## config.mk

```make
export PLATFORM = sky130hd
export DESIGN_NAME = design1_resp_capture
export DESIGN_NICKNAME = d
export VERILOG_FILES = /design/src/rtl/design1_resp_capture.sv
export SDC_FILE = /design/constraint.sdc
export NUM_CORES = 1
export LEC_CHECK = 0
export BUFFER_PORTS_ARGS = -buffer_cell sky130_fd_sc_hd__buf_2
export CORE_MARGIN = 2
export CORE_UTILIZATION = 60
export CTS_CLUSTER_DIAMETER = 60
export DETAILED_ROUTE_END_ITERATION = 12
export GPL_TIMING_DRIVEN = 0
export PLACE_DENSITY = 0.92
export SYNTH_ARGS = -nofsm -noshare
export SYNTH_HDL_FRONTEND = slang
export SYNTH_SLANG_ARGS = --single-unit
export TNS_END_PERCENT = 10
```

## constraint.sdc

```tcl
create_clock -name clk -period 5.2 [get_ports clk]
set_clock_uncertainty 0.1 [all_clocks]
set_input_delay 0.78 -clock clk [delete_from_list [all_inputs] [get_ports clk]]
set_output_delay 0.78 -clock clk [all_outputs]
set_load 0.005 [all_outputs]
```

## src/rtl/design1_resp_capture.sv

```systemverilog
// design1_resp_capture: captures design1 core responses, flags masked mismatches, buffers {mismatch, resp, seq} in a FIFO and keeps error counters; optional MISR under `RESP_MISR_EN
module design1_resp_capture #(
  parameter int DEPTH = 4,
  parameter int SEQ_W = 8,
  parameter int CNT_W = 8
) (
  input  logic             clk,
  input  logic             rst_n,
  input  logic             clr,
  input  logic             in_valid,
  output logic             in_ready,
  input  logic [7:0]       resp,
  input  logic [7:0]       exp_data,
  input  logic [7:0]       exp_mask,
  output logic             out_valid,
  input  logic             out_ready,
  output logic [7:0]       out_resp,
  output logic             out_mismatch,
  output logic [SEQ_W-1:0] out_seq,
  output logic [CNT_W-1:0] err_count,
  output logic             err_sticky,
  output logic [15:0]      signature
);
  localparam int AW = $clog2(DEPTH);
  logic [AW-1:0]    wr_ptr, rd_ptr;
  logic [AW:0]      count;
  logic [SEQ_W-1:0] seq;
  logic [7:0]       mem_resp [DEPTH];
  logic             mem_mis  [DEPTH];
  logic [SEQ_W-1:0] mem_seq  [DEPTH];
  logic             push, pop, mismatch, flush;
  assign flush     = !rst_n || clr;
  assign in_ready  = count != (AW+1)'(DEPTH);
  assign out_valid = count != '0;
  assign push      = in_valid && in_ready;
  assign pop       = out_valid && out_ready;
  assign mismatch  = |((resp ^ exp_data) & exp_mask);
  assign out_resp     = out_valid ? mem_resp[rd_ptr] : '0;
  assign out_mismatch = out_valid && mem_mis[rd_ptr];
  assign out_seq      = out_valid ? mem_seq[rd_ptr] : '0;
  // storage write on every accepted push; contents are only visible through valid-gated head outputs
  always_ff @(posedge clk) begin
    if (push && !flush) begin
      mem_resp[wr_ptr] <= resp;
      mem_mis[wr_ptr]  <= mismatch;
      mem_seq[wr_ptr]  <= seq;
    end
  end
  // pointers, occupancy, sequence tag and error tracking; reset and clr both flush everything
  always_ff @(posedge clk) begin
    if (flush) begin
      wr_ptr     <= '0;
      rd_ptr     <= '0;
      count      <= '0;
      seq        <= '0;
      err_count  <= '0;
      err_sticky <= 1'b0;
    end else begin
      wr_ptr     <= push ? wr_ptr + 1'b1 : wr_ptr;
      rd_ptr     <= pop ? rd_ptr + 1'b1 : rd_ptr;
      count      <= count + {{AW{1'b0}}, push} - {{AW{1'b0}}, pop};
      seq        <= push ? seq + 1'b1 : seq;
      err_count  <= (push && mismatch && !(&err_count)) ? err_count + 1'b1 : err_count;
      err_sticky <= err_sticky || (push && mismatch);
    end
  end
`ifdef RESP_MISR_EN
  logic [15:0] sig;
  // CRC-16-CCITT style MISR folding each accepted response into the low byte
  always_ff @(posedge clk) begin
    if (flush) sig <= 16'hFFFF;
    else if (push) sig <= ({sig[14:0], 1'b0} ^ (sig[15] ? 16'h1021 : 16'h0000)) ^ {8'h00, resp};
  end
  assign signature = sig;
`else
  assign signature = 16'h0000;
`endif
endmodule

```

==> impl_metrics.prom, run 1 <==
# TYPE chip_impl_metric gauge
chip_impl_info{name="clock_tree_from_tritoncts",value="built"} 1
chip_impl_metric{name="design.final.nets",unit=""} 395
chip_impl_metric{name="clock_tree.buffer_depth",unit=""} 2
chip_impl_metric{name="mappedNetlistArea",unit="µm²"} 4080
chip_impl_metric{name="synth_cells",unit=""} 275
chip_impl_metric{name="clk_pin_slew_worst_paths",unit="ps"} 90
chip_impl_metric{name="drc_errors",unit=""} 0
chip_impl_metric{name="syn2layout_area_growth",unit="%"} 16.0
chip_impl_metric{name="final_period_demand_of_the_worst_path",unit="ps"} 2990
chip_impl_metric{name="finalHoldViolations",unit=""} 0
chip_impl_info{name="post-synth-top-area-cell",value="edfxtp_1"} 1
chip_impl_metric{name="final_layout_size_suffix_gt1_share",unit="%"} 33.4
chip_impl_metric{name="pin_count_of_the_biggest_net_entering_global_routing",unit=""} 18
chip_impl_metric{name="worst-slew-pin-transition",unit="ps"} 891
chip_impl_info{name="outcome",value="finished, final reports clean"} 1
chip_impl_metric{name="placement_rows",unit=""} 30
chip_impl_metric{name="die_x",unit="µm"} 86.5
chip_impl_metric{name="detail_route.iter0.violations",unit=""} 164
chip_impl_metric{name="max_clock_freq",unit="MHz"} 334
chip_impl_metric{name="timing.max_cap.violations",unit=""} 0
chip_impl_metric{name="leakage",unit="nW"} 1.87
chip_impl_metric{name="cts.repair.resized",unit=""} 0
chip_impl_metric{name="dr_total_vias",unit=""} 2418
chip_impl_metric{name="routed_met3_length",unit="µm"} 453
chip_impl_metric{name="final-max-slew-violation-count",unit=""} 0
chip_impl_metric{name="crit_required",unit="ps"} 4320
chip_impl_metric{name="grt_usage",unit="%"} 21.4
chip_impl_info{name="synthMostInstantiatedCell",value="edfxtp_1"} 1
chip_impl_metric{name="setup-violations-final",unit=""} 0
chip_impl_metric{name="vdd.ir_drop.worst",unit="mV"} 0.173
chip_impl_metric{name="gp_routability_congestion",unit=""} 0.763
chip_impl_metric{name="syn_avg_cell_area",unit="µm²"} 14.8
chip_impl_metric{name="portBuffers",unit=""} 56
chip_impl_metric{name="estimated_wirelength_of_the_detail_placed_design",unit="mm"} 4.97
chip_impl_metric{name="grt_pass1_wl",unit="mm"} 11.8
chip_impl_info{name="top_ff_cell_synth",value="edfxtp_1"} 1
chip_impl_info{name="highest-signal-layer",value="met4"} 1
chip_impl_metric{name="drt_first_pass_iters",unit=""} 4
chip_impl_metric{name="cts_setup_buffers",unit=""} 0
chip_impl_info{name="start_kind",value="flip-flop"} 1
chip_impl_metric{name="synth_top_area_share",unit="%"} 50.0
chip_impl_info{name="timing.setup.critical_path_class",value="flip-flop to primary output"} 1
chip_impl_metric{name="starting_density",unit="%"} 61.1
chip_impl_metric{name="routed_wire_length_per_instance",unit="µm"} 17.2
chip_impl_metric{name="numCtsBuffers",unit=""} 9
chip_impl_metric{name="die_area",unit="µm²"} 7480
chip_impl_info{name="synth_top_cells_by_count",value="68 x edfxtp_1, 26 x dfxtp_1, 19 x and2_1"} 1
chip_impl_metric{name="final_area",unit="µm²"} 4730
chip_impl_metric{name="clock_latency",unit="ps"} 350
chip_impl_metric{name="post_synth_num_cell_types",unit=""} 42
chip_impl_metric{name="postPlaceCellArea",unit="µm²"} 4520
chip_impl_metric{name="portion_of_the_post_synthesis_area_used_by_sequential_elements",unit="%"} 62.8
chip_impl_metric{name="antennaDiodeCount",unit=""} 0
chip_impl_metric{name="wirelength_met1",unit="mm"} 3.08
chip_impl_metric{name="yosys_register_bits",unit=""} 94
chip_impl_metric{name="initial_antenna_violation_count",unit=""} 0
chip_impl_metric{name="core_area",unit="µm²"} 6680
chip_impl_metric{name="finalCritPeriodShare",unit="%"} 57.5
chip_impl_metric{name="ys_warn_count",unit=""} 0
chip_impl_metric{name="cts.sinks",unit=""} 94
chip_impl_metric{name="detail-route-antenna-nets",unit=""} 0
chip_impl_metric{name="cp.arrival",unit="ps"} 2110
chip_impl_info{name="holdCritPathClass",value="flip-flop to flip-flop"} 1
chip_impl_metric{name="wl_met2",unit="mm"} 3.92
chip_impl_metric{name="crit_path_max_fanout",unit=""} 10
chip_impl_metric{name="ys_async_sr_fraction",unit="%"} 0
chip_impl_metric{name="number_of_global_route_vias_before_repair",unit=""} 2439
chip_impl_metric{name="power_density_relative_to_cell_area",unit="nW/µm²"} 308
chip_impl_metric{name="grt-ovfl-total",unit=""} 0
chip_impl_info{name="end_kind",value="primary output"} 1
chip_impl_metric{name="number_of_enable_type_register_cells_in_the_synthesized_netlist",unit=""} 68
chip_impl_info{name="netlist_top_cells_area",value="edfxtp_1 50%, dfxtp_1 13%, mux4_2 9.4%"} 1
chip_impl_info{name="rsz0062_at_grt",value="no"} 1
chip_impl_metric{name="detail_route.wirelength",unit="mm"} 7.59
chip_impl_info{name="clk_root_buffer_cell",value="clkbuf_8"} 1
chip_impl_metric{name="setup-tns-final",unit="ps"} 0
chip_impl_metric{name="cts.hold.buffers_added",unit=""} 0
chip_impl_metric{name="cts_max_level",unit=""} 3
chip_impl_metric{name="die_height",unit="µm"} 86.5
chip_impl_metric{name="dr_vias_cell",unit=""} 5.47
chip_impl_metric{name="io_pins",unit=""} 73
chip_impl_metric{name="timing.slew.headroom",unit="%"} 40.6
[state kept, by name, indices dropped and copies added, names as in the netlist, named ones only]
register / flops
count: 3
mem_seq: 32
seq: 8
err_sticky: 1
mem_resp: 32
mem_mis: 4
rd_ptr: 2
err_count: 8
wr_ptr: 2
[per-stage QoR]
stage	hold slack, ps	worst slack [ps]	utilization, %	total power, mW	std cells
3_3_place_gp	367	2380	67.6	0.958	426
6_report	393	2210	70.9	1.46	442
2_1_floorplan	363	2790	-	0.915	290
4_1_cts	391	2190	70.9	1.47	442
3_5_place_dp	356	2360	67.6	0.965	426
5_1_grt	417	2110	70.9	1.51	442
[report_power, final]
| part | internal (mW) | switching (mW) | leakage (nW) |
|---|---|---|---|
| Combinational | 0.0629 | 0.0697 | 0.954 |
| Sequential | 0.810 | 0.00620 | 0.813 |
| Clock | 0.253 | 0.257 | 0.107 |
[worst paths after layout]
path                                       startpoint                    end  slack [ps]  depth (start not counted)
worst max-delay path                        flip-flop             out_seq[4]        2210                          5
worst min-delay path            err_sticky$_SDFF_PP0_  err_sticky$_SDFF_PP0_         390                          2
worst max register to register    count[1]$_SDFF_PP0_    count[2]$_SDFF_PP0_        2450                         11
worst min register to register  err_sticky$_SDFF_PP0_  err_sticky$_SDFF_PP0_         390                          2
[layout make-up]
class                   count  area [µm²]
flip-flops and latches     94        2560
fillers                   447        1950
multi-input cells         163        1370
repair buffers             56         280
plain buffers              28         181
clock buffers              11         151
well taps                  80         100
clock inverters             5        63.8
inverters                   5        23.8
[routing by layer]
metal / global-route usage, % / up-vias
met5: 0 / -
met4: 9.23 / 0
met3: 3.81 / 13
met2: 37.6 / 99
met1: 26.0 / 1158
li1: - / 1148
[worst max-delay path, cell delays in order (launching register included)]
cell	delay (ps)
dfxtp_1	320
clkbuf_2	260
buf_1	480
mux4_2	400
and2_1	170
buf_2	120
[cells by family (layout without fill, tap and decap cells)]
family	Yosys count	after routing	share of synthesized area, %
other	1	16	0.0919
DFF	94	94	62.8
xor gates and xnor gates	19	19	4.08
AOI/OAI and AO/OA	21	21	4.57
muxes	18	18	9.62
and+or+nand+nor	80	80	10.9
adders and majority gates	9	9	2.94
buffers and inverters	33	105	5.03
[layout by cell type (no fill, tap or decap), types with 3 or more instances in the layout]
cell type,Yosys,final
nand4_1,3,3
nand2_1,14,14
inv_6,1,3
nor2_1,18,18
and2_1,19,19
mux4_2,17,17
a31oi_1,3,3
ha_1,8,8
dfxtp_1,26,26
conb_1,1,16
a21oi_1,4,4
xnor2_1,5,5
inv_1,4,4
buf_4,17,17
a41o_1,4,4
and3_1,12,12
xor2_1,14,14
buf_2,3,59
clkbuf_1,4,4
edfxtp_1,68,68
clkbuf_8,0,11
(Power assumes the default switching activity.)
==> run 2, diff against run 1 <==
CORE_UTILIZATION = 50   (was 60)
PLACE_DENSITY = 0.83   (was 0.92)
clock period = 2.45 ns   (was 5.2 ns; I/O delays follow)
==> impl_metrics.prom, run 2 (synthesized netlist as in run 1, its figures left out) <==
# TYPE chip_impl_metric gauge
chip_impl_info{name="leading_registers_by_flop_count",value="mem_resp (32), mem_seq (32)"} 1
chip_impl_metric{name="cp.arrival",unit="ps"} 2550
chip_impl_metric{name="finalCritPeriodShare",unit="%"} 99.1
chip_impl_info{name="timing.setup.critical_path_class",value="flip-flop to flip-flop"} 1
chip_impl_metric{name="routed_wire_length_per_instance",unit="µm"} 15.4
chip_impl_metric{name="met2_usage",unit="%"} 28.4
chip_impl_metric{name="clk_pin_slew_worst_paths",unit="ps"} 100
chip_impl_metric{name="grt.met3_usage",unit="%"} 4.95
chip_impl_metric{name="detail_route.iter0.violations",unit=""} 130
chip_impl_metric{name="io_pins",unit=""} 73
chip_impl_metric{name="pin_count_of_the_biggest_net_entering_global_routing",unit=""} 18
chip_impl_metric{name="final_layout_size_suffix_gt1_share",unit="%"} 37.6
chip_impl_metric{name="min_path_cells",unit=""} 1
chip_impl_metric{name="placement_rows",unit=""} 32
chip_impl_metric{name="final-max-slew-violation-count",unit=""} 0
chip_impl_metric{name="estimated_wirelength_of_the_detail_placed_design",unit="mm"} 4.81
chip_impl_info{name="outcome",value="finished, final reports clean"} 1
chip_impl_info{name="clock_tree_from_tritoncts",value="built"} 1
chip_impl_metric{name="detail-route-antenna-nets",unit=""} 0
chip_impl_metric{name="clock_tree.buffer_depth",unit=""} 2
chip_impl_metric{name="final_period_demand_of_the_worst_path",unit="ps"} 2430
chip_impl_metric{name="dpl_worst_slack",unit="ps"} -284
chip_impl_info{name="most_common_cell_after_layout_fill_and_taps_aside",value="edfxtp_1"} 1
chip_impl_metric{name="numCtsBuffers",unit=""} 9
chip_impl_metric{name="grt_pass1_wl",unit="mm"} 11.1
chip_impl_metric{name="timing.max_cap.violations",unit=""} 0
chip_impl_metric{name="fin_worst_hold_slack",unit="ps"} 144
chip_impl_metric{name="starting_density",unit="%"} 52.3
chip_impl_metric{name="cts.sinks",unit=""} 94
chip_impl_metric{name="max_clock_freq",unit="MHz"} 412
chip_impl_metric{name="initial_antenna_violation_count",unit=""} 0
chip_impl_metric{name="met1_usage_grt",unit="%"} 21.0
chip_impl_metric{name="setup-violations-final",unit=""} 0
chip_impl_metric{name="core_area",unit="µm²"} 7810
chip_impl_metric{name="number_of_global_route_vias_before_repair",unit=""} 2306
chip_impl_metric{name="die_x",unit="µm"} 94.4
chip_impl_metric{name="finalPower",unit="mW"} 2.98
chip_impl_metric{name="grt_usage",unit="%"} 16.7
chip_impl_metric{name="layout_setup_ws",unit="ps"} 21.4
chip_impl_metric{name="power_density_relative_to_cell_area",unit="nW/µm²"} 618
chip_impl_info{name="rsz0062_at_grt",value="yes"} 1
chip_impl_metric{name="postPlaceCellArea",unit="µm²"} 4550
chip_impl_metric{name="dr_total_vias",unit=""} 2413
chip_impl_metric{name="drc_errors",unit=""} 0
chip_impl_info{name="clk_root_buffer_cell",value="clkbuf_8"} 1
chip_impl_metric{name="crit_path_max_fanout",unit=""} 3
chip_impl_metric{name="drt_first_pass_iters",unit=""} 4
chip_impl_metric{name="portBuffers",unit=""} 56
chip_impl_metric{name="antennaDiodeCount",unit=""} 0
chip_impl_metric{name="final_area",unit="µm²"} 4820
chip_impl_info{name="busiest_layer",value="met2"} 1
chip_impl_info{name="mostFrequentLayoutCells",value="68 x edfxtp_1, 59 x buf_2, 23 x dfxtp_1, 20 x buf_4"} 1
chip_impl_metric{name="crit_required",unit="ps"} 2580
chip_impl_metric{name="finalHoldViolations",unit=""} 0
chip_impl_metric{name="die_area",unit="µm²"} 8900
chip_impl_metric{name="leakage",unit="nW"} 1.88
chip_impl_metric{name="layout.filler_cells",unit=""} 606
chip_impl_info{name="holdCritPathClass",value="primary input to flip-flop"} 1
chip_impl_metric{name="detail_route.wirelength",unit="mm"} 7.19
chip_impl_metric{name="setup-tns-final",unit="ps"} 0
chip_impl_metric{name="dr_vias_cell",unit=""} 5.18
chip_impl_metric{name="timing.slew.headroom",unit="%"} 36.8
chip_impl_info{name="end_kind",value="flip-flop"} 1
chip_impl_metric{name="die_height",unit="µm"} 94.4
chip_impl_metric{name="gp_routability_congestion",unit=""} 0.773
chip_impl_info{name="start_kind",value="flip-flop"} 1
chip_impl_metric{name="cts.hold.buffers_added",unit=""} 0
chip_impl_metric{name="multi_input_area",unit="µm²"} 1420
chip_impl_metric{name="syn2layout_area_growth",unit="%"} 18.1
chip_impl_metric{name="grt-ovfl-total",unit=""} 0
chip_impl_metric{name="design.final.nets",unit=""} 398
chip_impl_metric{name="ff_latch_area",unit="µm²"} 2570
chip_impl_metric{name="worstRegToRegCells",unit=""} 10
chip_impl_metric{name="clock_latency",unit="ps"} 360
chip_impl_metric{name="cts_max_level",unit=""} 3
chip_impl_metric{name="worst-slew-pin-transition",unit="ps"} 947
chip_impl_metric{name="vdd.ir_drop.worst",unit="mV"} 0.268
==> run 2: cell count changes in the layout (fill, tap and decap cells not counted), moves of 2 or more <==
cell / previous run / this run
ha_1: 8 / 6
dfxtp_2: 0 / 2
inv_1: 4 / 2
clkbuf_8: 11 / 9
buf_4: 17 / 20
ha_4: 0 / 2
dfxtp_1: 26 / 23
==> run 2: worst paths after layout <==
check	start	to	slack, ps
min	resp[2]	mem_resp[3][2]$_DFFE_PP_	140
max	count[2]$_SDFF_PP0_	count[2]$_SDFF_PP0_	20
min reg2reg	err_sticky$_SDFF_PP0_	err_sticky$_SDFF_PP0_	380
max reg2reg	count[2]$_SDFF_PP0_	count[2]$_SDFF_PP0_	20
==> run 2: repair_timing <==
action / 4_1_cts / 5_1_grt
gates resized for setup: 6 / 15
endpoints found under the setup margin: 12 / 4
pin swaps: 1 / 6
hold endpoints to repair: 0 / 0
buffers inserted: 1 / 3
==> run 2: layer usage <==
layer / wire (µm) / share of wire [%]
met2: 3580 / 50
met3: 482 / 6.7
met1: 3060 / 43
met5: 0 / 0
met4: 70 / 0.97
==> run 2: worst max-delay path, cell delays in order (launching register included) <==
cell	delay, ps
dfxtp_2	340
or3_4	400
and2_4	190
ha_4	240
inv_4	50
ha_4	110
inv_2	40
fa_2	390
xor2_2	190
xnor2_1	180
nor2_1	70
==> run 2: area by class of cell <==
| cell class | instances | area share, % |
|---|---|---|
| Buffer | 27 | 4.00 |
| Tap cell | 102 | 2.65 |
| Multi-Input combinational cell | 163 | 29.4 |
| Sequential cell | 94 | 53.3 |
| Inverter | 5 | 0.545 |
| Clock inverter | 6 | 1.12 |
| Clock buffer | 9 | 2.57 |
| Timing Repair Buffer | 60 | 6.44 |
==> run 2: power by group <==
part	internal, mW	leakage (nW)	switching [mW]
sequential	1.72	0.815	0.0140
combinational	0.154	0.980	0.153
clock	0.385	0.0890	0.554
==> run 2: stage by stage <==
step	instances	util [%]
floorplan	290	-
global route	466	61.7
detailed placement	448	58.2
finish	466	61.7
global placement	448	58.2
CTS	463	60.8
